[src/rtl/pipe_ctrl_pkg.sv]
// -----------------------------------------------------------------------------
// pipe_ctrl_pkg
// Shared definitions for the pipeline debug controller: FSM state encoding,
// command byte values and default HALT/drain settings.
// -----------------------------------------------------------------------------
package pipe_ctrl_pkg;

  typedef enum logic [2:0] {
    ST_IDLE      = 3'd0,
    ST_LOAD_CNT  = 3'd1,
    ST_LOAD_DATA = 3'd2,
    ST_FLUSH     = 3'd3,
    ST_RUN       = 3'd4,
    ST_STEP      = 3'd5,
    ST_DRAIN     = 3'd6,
    ST_HALTED    = 3'd7
  } state_e;

  localparam logic [7:0] CMD_LOAD  = 8'h4C;
  localparam logic [7:0] CMD_RUN   = 8'h52;
  localparam logic [7:0] CMD_STEP  = 8'h53;
  localparam logic [7:0] CMD_PAUSE = 8'h50;

  localparam logic [31:0] DEF_HALT_WORD    = 32'hFFFF_FFFF;
  localparam int          DEF_DRAIN_CYCLES = 4;

  // States in which the command port takes a byte.
  function automatic logic accepts_cmd(input state_e s);
    logic r;
    case (s)
      ST_IDLE, ST_LOAD_CNT, ST_LOAD_DATA, ST_RUN, ST_HALTED: r = 1'b1;
      default:                                                r = 1'b0;
    endcase
    return r;
  endfunction

endpackage

[src/rtl/cmd_word_assembler.sv]
// -----------------------------------------------------------------------------
// cmd_word_assembler
// Packs four command bytes little-endian into one instruction word and
// pulses o_word_valid for one cycle (the cycle after the 4th byte).
// Ports:
//   i_clk, i_rst (async, active-low)
//   i_clear       - drop any partial word (byte index back to 0)
//   i_byte_valid  - accepted byte this cycle
//   i_byte        - byte value
//   o_word        - assembled word (valid while o_word_valid=1)
//   o_word_valid  - one-cycle pulse per completed word
// -----------------------------------------------------------------------------
module cmd_word_assembler #(
  parameter int NBITS = 32
) (
  input  logic             i_clk,
  input  logic             i_rst,
  input  logic             i_clear,
  input  logic             i_byte_valid,
  input  logic [7:0]       i_byte,
  output logic [NBITS-1:0] o_word,
  output logic             o_word_valid
);

  logic [NBITS-1:0] word_q, word_d;
  logic [1:0]       idx_q, idx_d;
  logic             valid_q, valid_d;

  // Next-state: bytes enter at the top and shift down, so the first byte
  // of a word ends up in [7:0] after the fourth shift.
  always_comb begin
    word_d  = word_q;
    idx_d   = idx_q;
    valid_d = 1'b0;
    if (i_clear) begin
      idx_d = 2'd0;
    end else if (i_byte_valid) begin
      word_d  = {i_byte, word_q[NBITS-1:8]};
      idx_d   = idx_q + 2'd1;
      valid_d = (idx_q == 2'd3);
    end else begin
      idx_d = idx_q;
    end
  end

  // State registers.
  always_ff @(posedge i_clk or negedge i_rst) begin
    if (!i_rst) begin
      word_q  <= '0;
      idx_q   <= 2'd0;
      valid_q <= 1'b0;
    end else begin
      word_q  <= word_d;
      idx_q   <= idx_d;
      valid_q <= valid_d;
    end
  end

  assign o_word       = word_q;
  assign o_word_valid = valid_q;

endmodule

[src/rtl/pipeline_debug_ctrl.sv]
// -----------------------------------------------------------------------------
// pipeline_debug_ctrl
// Sequences a five-stage pipeline: loads a program through a byte command
// stream ('L' count bytes...), runs it ('R'), single-steps it ('S') or pauses
// it ('P'). A HALT word at fetch drains ID..WB with bubbles, then parks.
// Optional build macro PIPE_CYCLE_LIMIT_EN adds MAX_CYCLES and o_timeout:
// a RUN reaching o_cycle_count==MAX_CYCLES-1 drains as if HALT were fetched.
// Ports:
//   i_clk, i_rst (async, active-low)
//   i_cmd_valid/i_cmd_data/o_cmd_ready - command byte handshake
//   i_fetched_instr                    - instruction at IF output
//   o_inst_mem_wr_en/addr/data         - instruction-memory write port
//   o_pc_en, o_pipe_en, o_bubble, o_flush - pipeline controls
//   o_halted, o_cycle_count, o_state   - status / debug
// All outputs are registered except o_cmd_ready (decoded from state).
// -----------------------------------------------------------------------------
module pipeline_debug_ctrl
  import pipe_ctrl_pkg::*;
#(
  parameter int               NBITS        = 32,
  parameter int               IMEM_ADDR_W  = 8,
  parameter logic [NBITS-1:0] HALT_WORD    = DEF_HALT_WORD,
  parameter int               DRAIN_CYCLES = DEF_DRAIN_CYCLES
`ifdef PIPE_CYCLE_LIMIT_EN
  , parameter int             MAX_CYCLES   = 100000
`endif
) (
  input  logic                   i_clk,
  input  logic                   i_rst,
  input  logic                   i_cmd_valid,
  input  logic [7:0]             i_cmd_data,
  output logic                   o_cmd_ready,
  input  logic [NBITS-1:0]       i_fetched_instr,
  output logic                   o_inst_mem_wr_en,
  output logic [IMEM_ADDR_W-1:0] o_inst_mem_addr,
  output logic [NBITS-1:0]       o_inst_mem_data,
  output logic                   o_pc_en,
  output logic                   o_pipe_en,
  output logic                   o_bubble,
  output logic                   o_flush,
  output logic                   o_halted,
  output logic [31:0]            o_cycle_count,
  output logic [2:0]             o_state
`ifdef PIPE_CYCLE_LIMIT_EN
  , output logic                 o_timeout
`endif
);

  localparam int DRAIN_W = 8;

  state_e                 state_q, state_d;
  logic [8:0]             words_left_q, words_left_d;
  logic [IMEM_ADDR_W-1:0] addr_q, addr_d;
  logic [DRAIN_W-1:0]     drain_cnt_q, drain_cnt_d;
  logic                   pc_en_q, pc_en_d;
  logic                   pipe_en_q, pipe_en_d;
  logic                   bubble_q, bubble_d;
  logic                   flush_q, flush_d;
  logic                   halted_q, halted_d;
  logic [31:0]            count_q, count_d;

  logic                   cmd_ready_s;
  logic                   cmd_hs_s;
  logic                   halt_s;
  logic                   stop_s;
  logic                   enabled_s;
  logic [NBITS-1:0]       asm_word_s;
  logic                   asm_valid_s;

  assign cmd_ready_s = accepts_cmd(state_q);
  assign cmd_hs_s    = i_cmd_valid & cmd_ready_s;
  assign halt_s      = (i_fetched_instr == HALT_WORD);
  // Pipeline advanced during this cycle, so the cycle counter ticks.
  assign enabled_s   = (state_q == ST_RUN) || (state_q == ST_STEP) || (state_q == ST_DRAIN);

`ifdef PIPE_CYCLE_LIMIT_EN
  logic timeout_q, timeout_d;
  logic limit_s;
  assign limit_s = (count_q == 32'(MAX_CYCLES - 1));
  assign stop_s  = halt_s | limit_s;
`else
  assign stop_s  = halt_s;
`endif

  cmd_word_assembler #(.NBITS(NBITS)) u_asm (
    .i_clk        (i_clk),
    .i_rst        (i_rst),
    .i_clear      (state_q != ST_LOAD_DATA),
    .i_byte_valid (cmd_hs_s && (state_q == ST_LOAD_DATA)),
    .i_byte       (i_cmd_data),
    .o_word       (asm_word_s),
    .o_word_valid (asm_valid_s)
  );

  // Next-state and registered-output decode.
  always_comb begin
    state_d      = state_q;
    words_left_d = words_left_q;
    addr_d       = addr_q;
    drain_cnt_d  = drain_cnt_q;
    case (state_q)
      ST_IDLE: begin
        if (cmd_hs_s) begin
          case (i_cmd_data)
            CMD_LOAD: state_d = ST_LOAD_CNT;
            CMD_RUN:  state_d = ST_RUN;
            CMD_STEP: state_d = ST_STEP;
            default:  state_d = ST_IDLE;
          endcase
        end else begin
          state_d = ST_IDLE;
        end
      end
      ST_LOAD_CNT: begin
        if (cmd_hs_s) begin
          // A count byte of zero means a full 256-word load.
          words_left_d = (i_cmd_data == 8'd0) ? 9'd256 : {1'b0, i_cmd_data};
          addr_d       = '0;
          state_d      = ST_LOAD_DATA;
        end else begin
          state_d = ST_LOAD_CNT;
        end
      end
      ST_LOAD_DATA: begin
        // The write cycle is the assembler's valid pulse; advance afterwards.
        if (asm_valid_s) begin
          addr_d       = addr_q + {{(IMEM_ADDR_W-1){1'b0}}, 1'b1};
          words_left_d = words_left_q - 9'd1;
          state_d      = (words_left_q == 9'd1) ? ST_FLUSH : ST_LOAD_DATA;
        end else begin
          state_d = ST_LOAD_DATA;
        end
      end
      ST_FLUSH: state_d = ST_IDLE;
      ST_RUN: begin
        // HALT wins over a simultaneous pause; the pause byte is still consumed.
        if (stop_s) begin
          state_d     = ST_DRAIN;
          drain_cnt_d = '0;
        end else if (cmd_hs_s && (i_cmd_data == CMD_PAUSE)) begin
          state_d = ST_IDLE;
        end else begin
          state_d = ST_RUN;
        end
      end
      ST_STEP: begin
        if (halt_s) begin
          state_d     = ST_DRAIN;
          drain_cnt_d = '0;
        end else begin
          state_d = ST_IDLE;
        end
      end
      ST_DRAIN: begin
        if (drain_cnt_q == DRAIN_W'(DRAIN_CYCLES - 1)) begin
          state_d = ST_HALTED;
        end else begin
          drain_cnt_d = drain_cnt_q + {{(DRAIN_W-1){1'b0}}, 1'b1};
        end
      end
      ST_HALTED: begin
        if (cmd_hs_s && (i_cmd_data == CMD_LOAD)) begin
          state_d = ST_LOAD_CNT;
        end else begin
          state_d = ST_HALTED;
        end
      end
      default: state_d = ST_IDLE;
    endcase

    // Controls are registered from the next state so they line up with state_q.
    pc_en_d   = (state_d == ST_RUN) || (state_d == ST_STEP);
    pipe_en_d = (state_d == ST_RUN) || (state_d == ST_STEP) || (state_d == ST_DRAIN);
    bubble_d  = (state_d == ST_DRAIN);
    flush_d   = (state_d == ST_FLUSH);

    if (state_d == ST_FLUSH) begin
      halted_d = 1'b0;
    end else if (state_d == ST_HALTED) begin
      halted_d = 1'b1;
    end else begin
      halted_d = halted_q;
    end

    if (state_d == ST_FLUSH) begin
      count_d = 32'd0;
    end else if (enabled_s && (count_q != 32'hFFFF_FFFF)) begin
      count_d = count_q + 32'd1;
    end else begin
      count_d = count_q;
    end
  end

`ifdef PIPE_CYCLE_LIMIT_EN
  // Sticky timeout flag, cleared only by flush or reset.
  always_comb begin
    if (state_d == ST_FLUSH) begin
      timeout_d = 1'b0;
    end else if ((state_q == ST_RUN) && limit_s && !halt_s) begin
      timeout_d = 1'b1;
    end else begin
      timeout_d = timeout_q;
    end
  end

  // Timeout register.
  always_ff @(posedge i_clk or negedge i_rst) begin
    if (!i_rst) begin
      timeout_q <= 1'b0;
    end else begin
      timeout_q <= timeout_d;
    end
  end

  assign o_timeout = timeout_q;
`endif

  // State and output registers.
  always_ff @(posedge i_clk or negedge i_rst) begin
    if (!i_rst) begin
      state_q      <= ST_IDLE;
      words_left_q <= 9'd0;
      addr_q       <= '0;
      drain_cnt_q  <= '0;
      pc_en_q      <= 1'b0;
      pipe_en_q    <= 1'b0;
      bubble_q     <= 1'b0;
      flush_q      <= 1'b0;
      halted_q     <= 1'b0;
      count_q      <= 32'd0;
    end else begin
      state_q      <= state_d;
      words_left_q <= words_left_d;
      addr_q       <= addr_d;
      drain_cnt_q  <= drain_cnt_d;
      pc_en_q      <= pc_en_d;
      pipe_en_q    <= pipe_en_d;
      bubble_q     <= bubble_d;
      flush_q      <= flush_d;
      halted_q     <= halted_d;
      count_q      <= count_d;
    end
  end

  assign o_cmd_ready      = cmd_ready_s;
  assign o_inst_mem_wr_en = asm_valid_s;
  assign o_inst_mem_addr  = addr_q;
  assign o_inst_mem_data  = asm_word_s;
  assign o_pc_en          = pc_en_q;
  assign o_pipe_en        = pipe_en_q;
  assign o_bubble         = bubble_q;
  assign o_flush          = flush_q;
  assign o_halted         = halted_q;
  assign o_cycle_count    = count_q;
  assign o_state          = state_q;

endmodule

[config.mk]
export PLATFORM = sky130hd
export DESIGN_NAME = pipeline_debug_ctrl
export DESIGN_NICKNAME = d
export VERILOG_FILES = /design/src/rtl/pipe_ctrl_pkg.sv /design/src/rtl/cmd_word_assembler.sv /design/src/rtl/pipeline_debug_ctrl.sv
export SDC_FILE = /design/constraint.sdc
export NUM_CORES = 1
export LEC_CHECK = 0
export ABC_AREA = 1
export CAP_MARGIN = 20
export CORE_ASPECT_RATIO = 0.9
export CORE_MARGIN = 5
export CORE_UTILIZATION = 39
export DETAILED_ROUTE_END_ITERATION = 16
export GPL_ROUTABILITY_DRIVEN = 0
export PLACE_DENSITY = 0.69
export SETUP_SLACK_MARGIN = 0.2
export SLEW_MARGIN = 10
export SYNTH_ARGS = -nofsm -noshare
export SYNTH_HDL_FRONTEND = slang
export SYNTH_SLANG_ARGS = --single-unit
[constraint.sdc]
create_clock -name i_clk -period 5.4 [get_ports i_clk]
set_input_delay 1.08 -clock i_clk [delete_from_list [all_inputs] [get_ports i_clk]]
set_output_delay 1.08 -clock i_clk [all_outputs]
set_load 0.05 [all_outputs]
* Yosys cells after proc, flatten, opt, wreduce, memory -nomap -nowiden
Cells that the tools add are included.
** Cells by class
- $add $sub $neg :: 5
- Multiply operators :: 0
- Div/mod/pow operators :: 0
- Order comparisons :: 0
- Equal/unequal tests :: 26
- Shift-type cells :: 0
- Multiplexer cells :: 30
- Bitwise logic cells :: 2
- Reduce and logical (&&, ||, !) cells :: 20
** Operators by type and width (count)
- $mux 32 :: 2
- $add 32x1->32 const B :: 1
- $eq 32x32->1 const B :: 1
- $eq 8x7->1 const B :: 4
- $mux 8 :: 4
- $ne 32x32->1 const B :: 1
- $pmux 8 s2 :: 2
- $mux 9 :: 3
- $eq 3x3->1 const B :: 8
- $pmux 3 s8 :: 1
- $mux 3 :: 6
- $pmux 9 s2 :: 1
- $add 8x1->8 const B :: 2
- $reduce_bool 2->1 :: 5
- $eq 3x2->1 const B :: 3
- $eq 9x1->1 const B :: 1
- $pmux 3 s3 :: 1
- $sub 9x1->9 const B :: 1
- $eq 8x2->1 const B :: 1
- $logic_not 8->1 :: 1
- $mux 1 :: 7
- $mux 2 :: 3
- $reduce_and 3->1 :: 2
- $reduce_or 5->1 :: 1
- 13 further kinds :: 21
** Storage, ports and cells
- Register bits :: 100
- Bits in latches :: 0
- Memory bits (writable) :: 0
- Bits in read-only memories :: 0
- Input bits :: 43
- Output and inout port bits :: 82
- Logic and storage cells :: 96
- Memories kept :: 0

* Depth between registers and ports, before layout
- Depth after elaboration :: 11
- Gate-level depth with buffers :: 13
- Mapped depth without buffers :: 12

* Hierarchy
A second synthesis with hierarchy kept.
** Second synthesis, totals
- Cells, all modules :: 763
- Area, all modules :: 5660.4 um^2
** By module, submodules not included
- pipeline_debug_ctrl :: times used 1, cells an instance 609, area each 4230.3 um^2, sequential area each 1626.6 um^2
- cmd_word_assembler :: times used 1, cells an instance 154, area each 1430.1 um^2, sequential area each 875.8 um^2

* Worst setup path after synthesis
OpenSTA, ideal clock, no wires.
- Path kind :: register to output
- Start point :: reg state_q[0], in the netlist o_state[0]
- End point :: out o_cmd_ready
- Arrival :: 1.499 ns
- Data required time :: 4.320 ns
- Setup slack :: 2.821 ns
- Cell stages (with the launch flop) :: 4
- Path buffers :: 1
- Path through :: dfrtp_1 -> buf_2 -> nand3_1 -> nand3_1
** Between the ends
- Cells in the longest elaborated chain, start to end :: 3
- Elaborated cells between the ends (all ways) :: 7
- Classes of those cells :: eq/ne (4); mux (1); reduce/logical (2)
** RTL lines
- start, declared :: line pipeline_debug_ctrl.sv:51 : state_e state_q, state_d;
- start signal, assigned :: line pipeline_debug_ctrl.sv:232 : state_q <= state_d;
- $eq 3x3->1 (tied with other cells) :: line pipe_ctrl_pkg.sv:30 : case (s)
- $reduce_or 5->1 * :: line pipe_ctrl_pkg.sv:30
- $mux 1 * :: line pipe_ctrl_pkg.sv:30
- end, declared :: line pipeline_debug_ctrl.sv:32 : output logic o_cmd_ready,
Mark *: on every way between the ends. The rest lies on a longest branch, timed or not.

* Final worst setup path
Ends and elaborated chain as after synthesis.

==> out/metrics.csv <==
metric,value,unit
most frequent cells in the layout,"nand2_1 (209), clkdlybuf4s50_1 (123), dfrtp_1 (100)",
clock sink count,100,
CP Depth,3,
Buf/Inv on CP,1,
CTS tree,done,
Startpoint Class,register,
"EDFF count, synth",0,
Worst path slowest cell,clkdlybuf4s50_1,
# rows,41,
final wirelength,14520,µm
synth warn,0,
drt first pass iters,5,
most frequent CP cell,nand3_1,
Syn Area/Cell,7.530,µm²
beginning of the worst hold path,u_asm.idx_q[1],
Die ar.,17120,µm²
Worst Hold Path EP,u_asm.idx_q[1],
"FF+latch count, synth",100,
WHS Path Cells,2,
status,finished clean,
global-route wire length before repair,24060,µm
Post CTS Setup Buffer Count,0,
fill count,1400,
leakage power total,3.182,nW
min cycle time layout,3.205,ns
crit-path cells,nand3_1 -> nand3_1 -> clkdlybuf4s50_1,
cts bufs inserted,9,
initial core utilization,40.21,%
drt via density,4.934,
cts hold-fix bufs,0,
area growth from synthesis to layout,28.97,%
Hold WS,0.4827,ns
ranking of synthesized cells by area,"dfrtp_1 (44%), nand2_1 (14%), nor2_1 (6.3%)",
Synth top area share,43.96,%
clock slew at reported path FFs,0.07,ns
"Seq/Total Area, Yosys",43.96,%
TNS Setup,0,ns
Final setup viols,0,
Inserted Diodes,0,
post-CTS resize count,0,
Congestion Overflow GR,0,
Async SR Flop Fraction,100.0,%
RSZ-0062 raised after global routing,no,
Max-cap violations,0,
GR Util All Layers,17.28,%
Worst Tran Pin Value,0.9203,ns
slew margin rel.,38.43,%
CP Class,reg -> out,
achievable frequency,0.3120,GHz
Worst Hold Class,reg -> reg,
cells on worst reg2reg path,9,
"Distinct cells, synth",40,
clock share of power,20.7,%
switching power,0.001369,W
Peak supply drop,0.0002765,V
Sw Ratio,44.17,%
flop2flop setup slack,2.73,ns
clock root buffer,clkbuf_16,
sequential share of power,35.7,%
vias in the first global route,4947,
die height,124.6,µm
Die W,137.4,µm
PD cells,422.1,nW/µm²
largest net degree at the start of global routing,68,
R2R Path End,o_cycle_count[2],
Comb pwr share,43.6,%
Crit. End Element,output pin,
"commonest non-fill, non-tap cell in the layout",nand2_1,
crit path DAT,2.12,ns
area of the multi-input gates,2753,µm²
# DRC,0,
internal power,0.001730,W
Core ar.,14160,µm²
DP HPWL,10870,µm
DR vias,5274,
cell area after synthesis,5693,µm²
FF-to-FF Start,o_state[1],
flip-flop and latch area,2502,µm²
crit share post-route,59.35,%
initial antenna violation count,0,
post-layout net count,920,
IO Pins,125,
syn nets,805,
Routed Antenna Nets,0,
"Primary FF master, synth",dfrtp_1,
CTS H-Tree Depth,3,
WL/cell,13.59,µm
IO Port Bufs,124,
Final Max Tran Viols,0,
Syn Inst Count,756,
fraction of layout cells with a size suffix above 1,8.790,%
Worst path max stage delay,0.83,ns
Synth area leader,dfrtp_1,
Iteration-0 DRC Markers,305,
Final Hold Viols,0,
clock skew,0.008850,ns
CP Max Fanout,9,
Clock Latency Late Sink,0.36,ns
maximum clock insertion buffer count,2,
"delay-heaviest family, CP",buffers and inverters,
critical path required time,4.32,ns
## Yosys cell counts, types with 8 or more instances
cell type,instances
nand2_1,210
a21oi_1,17
nand2_2,16
nand4_1,11
inv_1,72
o21ai_2,15
inv_2,8
clkbuf_1,8
nand3_1,57
xor2_1,14
o21ai_0,37
nor3_1,24
nor2_1,95
o21ai_1,11
dfrtp_1,100
## through the flow
stage                     area [µm²]  std cells  total power, W  util (%)  worst slack (ns)
final                           7342       1069        0.003099     51.86             2.195
after detailed placement        7052       1053        0.002483     49.81             2.042
after global routing            7342       1069        0.003291     51.86             2.099
after floorplan                 5693        756        0.002038         -             2.821
after global placement          7052       1053        0.002466     49.81             2.133
after CTS                       7342       1069        0.003135     51.86             2.165
## power groups by stage
| stage | Combinational [W] | Clock, W | Sequential [W] |
|---|---|---|---|
| after floorplan | 0.000455 | 0 | 0.00158 |
| after global placement | 0.00135 | 0 | 0.00112 |
| after detailed placement | 0.00136 | 0 | 0.00112 |
| after CTS | 0.00137 | 0.000660 | 0.00111 |
| after global routing | 0.00146 | 0.000690 | 0.00114 |
| final | 0.00135 | 0.000640 | 0.00111 |
## cells by family (layout without fill, tap and decap cells)
| logic type | Yosys count | after routing | share of synthesized area [%] |
|---|---|---|---|
| compound gates | 92 | 92 | 9.561 |
| xor+xnor | 21 | 21 | 3.231 |
| fa+ha+maj | 6 | 6 | 1.319 |
| buf+inv | 102 | 222 | 7.736 |
| flops | 100 | 100 | 43.96 |
| mux | 8 | 8 | 1.648 |
| simple gates | 427 | 427 | 32.55 |
## tightest hold or removal path, stage by stage, from the launching register on
cell	delay, ns
dfrtp_1	0.35
nand2_1	0.05
nand2_1	0.05
## routing by layer
metal,vias to the layer above,global-route usage (%),routed length (µm)
met5,-,0,0
met4,0,5.340,250
met3,24,5.493,1007
met2,150,25.96,6388
met1,2426,23.69,6878
li1,2674,-,-
## area by class of cell
| type | instances | area share, % |
|---|---|---|
| clock inverter | 6 | 0.6987 |
| clock buffer | 10 | 3.255 |
| inverter | 81 | 4.209 |
| multi-input combinational | 554 | 37.49 |
| sequential | 100 | 34.08 |
| timing repair buffer | 125 | 16.97 |
| tap | 193 | 3.289 |
## how the worst max path moves through the flow
stage,start,endpoint
final,o_state[0],o_cmd_ready
after global routing,o_state[0],o_cmd_ready
after global placement,i_cmd_valid,o_inst_mem_addr[5]
after detailed placement,i_cmd_valid,o_inst_mem_addr[5]
after CTS,o_state[0],o_cmd_ready
after floorplan,o_state[0],o_cmd_ready
## flip-flops by register name, indices dropped and copies added, names as in the netlist, 2 cells and up
signal,cells
o_state,3
u_asm.idx_q,2
words_left_q,9
o_cycle_count,32
drain_cnt_q,8
u_asm.o_word,32
o_inst_mem_addr,8
Note: power is estimated with default switching activity, not from simulation.
